[config.mk]
export PLATFORM = sky130hd
export DESIGN_NAME = bus_chain_pipe
export DESIGN_NICKNAME = d
export VERILOG_FILES = /design/src/rtl/bus_chain_pkg.sv /design/src/rtl/bus_chain_stage.sv /design/src/rtl/bus_chain_pipe.sv
export SDC_FILE = /design/constraint.sdc
export NUM_CORES = 1
export LEC_CHECK = 0
export CAP_MARGIN = 20
export CORE_AREA = 4 4 41 43
export CTS_BUF_LIST = sky130_fd_sc_hd__clkbuf_4
export CTS_CLUSTER_DIAMETER = 200
export DETAILED_ROUTE_END_ITERATION = 7
export DIE_AREA = 0 0 45 47
export PLACE_DENSITY = 0.7
export REMOVE_ABC_BUFFERS = 1
export SYNTH_ARGS = -nofsm -noshare
export SYNTH_HDL_FRONTEND = slang
export SYNTH_HIERARCHICAL = 1
export SYNTH_SLANG_ARGS = --single-unit
export TNS_END_PERCENT = 5
[constraint.sdc]
create_clock -name clk -period 1.8 [get_ports clk]
set_input_delay 0.36 -clock clk [delete_from_list [all_inputs] [get_ports clk]]
set_output_delay 0.36 -clock clk [all_outputs]
set_load 0.02 [all_outputs]
[src/rtl/bus_chain_pkg.sv]
// Shared definitions for the bus combining chain.
// Latency: n/a (types, constants and pure functions only).
// Backpressure: n/a.
//
// Contents: combine-mode encodings, the combine operator op() and the
// occupancy counter width helper.
package bus_chain_pkg;

  // Combine-mode encodings, selected by the MODE parameter.
  localparam int MODE_XOR = 0;
  localparam int MODE_AND = 1;
  localparam int MODE_OR  = 2;
  localparam int MODE_ADD = 3;

  // op() works on a fixed wide word. Callers zero-extend their operands
  // and keep the low WIDTH bits of the result. For ADD this yields the
  // sum modulo 2^WIDTH, because the low bits of a sum do not depend on
  // the high bits of its operands. WIDTH must not exceed OP_W.
  localparam int OP_W = 64;

  function automatic logic [OP_W-1:0] op(input logic [OP_W-1:0] x,
                                         input logic [OP_W-1:0] y,
                                         input int              mode);
    logic [OP_W-1:0] r;
    case (mode)
      MODE_AND: r = x & y;
      MODE_OR:  r = x | y;
      MODE_ADD: r = x + y;
      default:  r = x ^ y;
    endcase
    return r;
  endfunction

  // Bits needed to count 0..depth valid stages.
  function automatic int occ_width(input int depth);
    return (depth < 1) ? 1 : $clog2(depth + 1);
  endfunction

endpackage

[src/rtl/bus_chain_stage.sv]
// One registered slice of the combining chain: valid, accumulator and b operand.
// Latency: 1 cycle from upstream beat to dn_vld.
// Backpressure: up_rdy = !valid | dn_rdy (combinational pass-through, no skid).
//
// Ports: clk/reset (synchronous, active-high); flush clears the valid bit only.
//   up_vld/up_acc/up_b/up_rdy  : upstream beat and the ready returned to it.
//   dn_vld/dn_acc/dn_b/dn_rdy  : registered beat toward the next stage.
//   vld_nxt                    : next-cycle valid, used for the occupancy count.
module bus_chain_stage
  import bus_chain_pkg::*;
#(
  parameter int WIDTH = 2,
  parameter int MODE  = 0
) (
  input  logic             clk,
  input  logic             reset,
  input  logic             flush,
  input  logic             up_vld,
  input  logic [WIDTH-1:0] up_acc,
  input  logic [WIDTH-1:0] up_b,
  output logic             up_rdy,
  output logic             dn_vld,
  output logic [WIDTH-1:0] dn_acc,
  output logic [WIDTH-1:0] dn_b,
  input  logic             dn_rdy,
  output logic             vld_nxt
);

  logic             vld_q;
  logic [WIDTH-1:0] acc_q;
  logic [WIDTH-1:0] b_q;
  logic [WIDTH-1:0] acc_nxt;
  logic             load;

  // The slice can take a beat when it is empty, or when its own beat
  // leaves downstream in the same cycle.
  assign up_rdy = !vld_q | dn_rdy;

  // Flush drops the beat but leaves the data registers alone, so the
  // output keeps showing the last value while empty.
  assign vld_nxt = flush ? 1'b0 : (up_rdy ? up_vld : vld_q);
  assign load    = up_vld & up_rdy & !flush;

  assign acc_nxt = WIDTH'(op(OP_W'(up_acc), OP_W'(up_b), MODE));

  always_ff @(posedge clk) begin
    if (reset) begin
      vld_q <= 1'b0;
      acc_q <= '0;
      b_q   <= '0;
    end else begin
      vld_q <= vld_nxt;
      if (load) begin
        acc_q <= acc_nxt;
        b_q   <= up_b;
      end
    end
  end

  assign dn_vld = vld_q;
  assign dn_acc = acc_q;
  assign dn_b   = b_q;

endmodule

[src/rtl/bus_chain_pipe.sv]
// Combines in_a and in_b through DEPTH registered stages; result = in_a op in_b applied DEPTH times.
// Latency: DEPTH cycles from accept to out_valid; one beat per cycle when unstalled.
// Backpressure: valid/ready; in_ready follows out_ready combinationally through the chain.
//
// Ports: clk, reset (synchronous, active-high); in_a/in_b/in_valid/in_ready input beat;
//   flush discards every in-flight beat; out_data/out_valid/out_ready output beat;
//   occupancy is the registered count of valid stages.
module bus_chain_pipe
  import bus_chain_pkg::*;
#(
  parameter int WIDTH = 2,
  parameter int DEPTH = 2,
  parameter int MODE  = 0
) (
  input  logic                       clk,
  input  logic                       reset,
  input  logic [WIDTH-1:0]           in_a,
  input  logic [WIDTH-1:0]           in_b,
  input  logic                       in_valid,
  output logic                       in_ready,
  input  logic                       flush,
  output logic [WIDTH-1:0]           out_data,
  output logic                       out_valid,
  input  logic                       out_ready,
  output logic [$clog2(DEPTH+1)-1:0] occupancy
);

  localparam int OCC_W = occ_width(DEPTH);

  // Chain nets: index k is the input side of stage k, index DEPTH the output.
  logic [DEPTH:0]   vld_c;
  logic [DEPTH:0]   rdy_c;
  logic [WIDTH-1:0] acc_c [0:DEPTH];
  logic [WIDTH-1:0] b_c   [0:DEPTH];
  logic [DEPTH-1:0] vld_nxt;
  logic [OCC_W-1:0] occ_nxt;
  logic             unused_b_tail;

  // A beat offered during flush is refused; gating the head valid keeps
  // it out of stage 0 as well.
  assign vld_c[0]     = in_valid & !flush;
  assign acc_c[0]     = in_a;
  assign b_c[0]       = in_b;
  assign rdy_c[DEPTH] = out_ready;

  assign in_ready  = rdy_c[0] & !flush;
  assign out_valid = vld_c[DEPTH];
  assign out_data  = acc_c[DEPTH];

  // The last stage's b operand has no consumer.
  assign unused_b_tail = ^b_c[DEPTH];

  for (genvar k = 0; k < DEPTH; k++) begin : g_stage
    bus_chain_stage #(
      .WIDTH (WIDTH),
      .MODE  (MODE)
    ) u_stage (
      .clk     (clk),
      .reset   (reset),
      .flush   (flush),
      .up_vld  (vld_c[k]),
      .up_acc  (acc_c[k]),
      .up_b    (b_c[k]),
      .up_rdy  (rdy_c[k]),
      .dn_vld  (vld_c[k+1]),
      .dn_acc  (acc_c[k+1]),
      .dn_b    (b_c[k+1]),
      .dn_rdy  (rdy_c[k+1]),
      .vld_nxt (vld_nxt[k])
    );
  end

  // Popcount of the next-cycle valid bits, so the registered count lands
  // on the same edge as the valids it describes.
  always_comb begin
    occ_nxt = '0;
    for (int k = 0; k < DEPTH; k++) begin
      occ_nxt = occ_nxt + OCC_W'(vld_nxt[k]);
    end
  end

  always_ff @(posedge clk) begin
    if (reset) begin
      occupancy <= '0;
    end else begin
      occupancy <= occ_nxt;
    end
  end

endmodule

==> results_dict.tcl <==
set metrics [dict create \
    initial_core_util 0.333 \
    detail_route.iter0.violations 17 \
    most-common-layout-cells "12 x clkdlybuf4s50_1, 10 x dfxtp_1, 8 x buf_4" \
    cts_tree "built" \
    ios 15 \
    io_buffers 14 \
    first_pass_iters 4 \
    grt_max_degree 11 \
    syn_to_final_growth_pct 56.1 \
    rsz0062_at_grt "false" \
    drv_slew 0 \
    core_region_area_sq_um 1300 \
    worstMarginPinSlew_ns 0.365 \
    track_usage 0.106 \
    setup_violations 0 \
    fin_tns_setup_ns 0 \
    grt_first_pass_wirelength_microns 1580 \
    syn_inst 46 \
    cts_root_buf "clkbuf_4" \
    rows 13 \
    die_area_sq_um 2120 \
    design_area_sq_um 676 \
    dieWidth_microns 45 \
    drcViolationCount 0 \
    cts_buffers 3 \
    insertion_delay_ns 0.26 \
    fin_crit_sh 0.912 \
    fp.dieH_microns 47 \
    drive_gt1_frac 0.239 \
    clock.fmax_mhz 609 \
    dpl.hpwl_microns 701 \
    wire_per_inst_microns 11.8 \
    worstHoldPathType "flop to flop" \
    irDropWorstVdd_mv 0.260 \
    worstSetupPathType "flop to output pin" \
    power_density_nw_per_um2 668 \
    start_kind "flop" \
    overflow 0 \
    cts_sinks 10 \
    crit_required_ns 1.44 \
    postRouteWirelength_microns 1020 \
    hold_viol 0 \
    avgSynthCellArea_sq_um 9.41 \
    p_leak_nw 0.249 \
    status "complete, no violations" \
    clk_pin_slew_worst_paths_ns 0.07 \
    ctsLongestPathBuffers 2 \
    critPathMaxFanout 2 \
    htreeDepth 1 \
    place.gp.congestion 0.714 \
    cp.arrival_ns 1.28 \
    yosys_warnings 6 \
    avgViaCountPerCell 4.85 \
    synth_area_sq_um 433 \
    postCtsHoldBufs 0 \
    finalClockSkew_ns 0.00190 \
    final_common_cell "clkdlybuf4s50_1" \
    final_nets 82 \
    place_area_sq_um 629 \
    detail-route-antenna-nets 0 \
    min_period_ns 1.64 \
    antenna_found_initial 0 \
    antennaDiodeCount 0 \
    vias 417 \
    critPathCaptureType "output pin" \
    relSlewSlack 0.756 \
    maxCapViolCount 0 \
    grt_pass1_vias 390 \
]
-- report_power, final --
group,internal (mW),switching [mW]
Sequential,0.228,0.00381
Clock,0.0801,0.0770
Combinational,0.0367,0.0261
Total,0.345,0.107
-- through the flow --
stage | cells | util | power, mW | setup slack, ns | hold WS (ns)
final | 86 | 0.519 | 0.452 | 0.158 | 0.524
after global routing | 86 | 0.519 | 0.472 | 0.0987 | 0.554
after CTS | 84 | 0.500 | 0.456 | 0.00222 | 0.513
after detailed placement | 80 | 0.484 | 0.299 | -0.366 | 0.494
after global placement | 80 | 0.484 | 0.298 | -0.351 | 0.483
after floorplan | 46 | - | 0.262 | 0.338 | 0.429
-- registers in the layout (all words and copies together) (netlist names) --
register                cells
g_stage.u_stage/dn_vld      2
g_stage.u_stage/dn_acc      4
g_stage.u_stage/dn_b        2
occupancy                   2
-- path summary, 6_finish.rpt --
path / start / end / slack [ns] / cells after the start
setup / recovery: g_stage[1].u_stage/dn_vld / in_ready / 0.16 / 6
setup reg to reg: g_stage[1].u_stage/dn_vld / occupancy[0] / 0.22 / 9
hold reg to reg: g_stage[1].u_stage/dn_acc[0] / g_stage[1].u_stage/dn_acc[0] / 0.52 / 2
hold / removal: g_stage[1].u_stage/dn_acc[0] / g_stage[1].u_stage/dn_acc[0] / 0.52 / 2
-- area by class of cell --
class	instances	area, sq um
clock buffer	3	22.5
timing repair buffer	21	193
clock inverter	1	3.75
tap	15	18.8
sequential	10	200
fill	125	626
inverter	2	7.51
multi-input combinational	34	230
-- metal layers --
metal,vias to the layer above,global-route usage,wire (microns)
li1,212,-,-
met1,183,0.126,424
met2,20,0.164,495
met3,2,0.0345,90
met4,0,0.0702,9
met5,-,0,0
-- worst max-delay path, cell delays in order, from the launching register on --
cell and delay (ns):
dfxtp_1 0.33, nor2b_2 0.18, inv_2 0.07, nor2b_4 0.13
inv_2 0.05, nor2b_1 0.12, buf_4 0.15
-- what timing repair did --
action / 4_1_cts / 5_1_grt
endpoints found under the setup margin: 1 / 1
setup buffers: 0 / 2
gates resized for setup: 4 / 3
pin swaps: 0 / 0
Power figures use the tool's default switching activity.
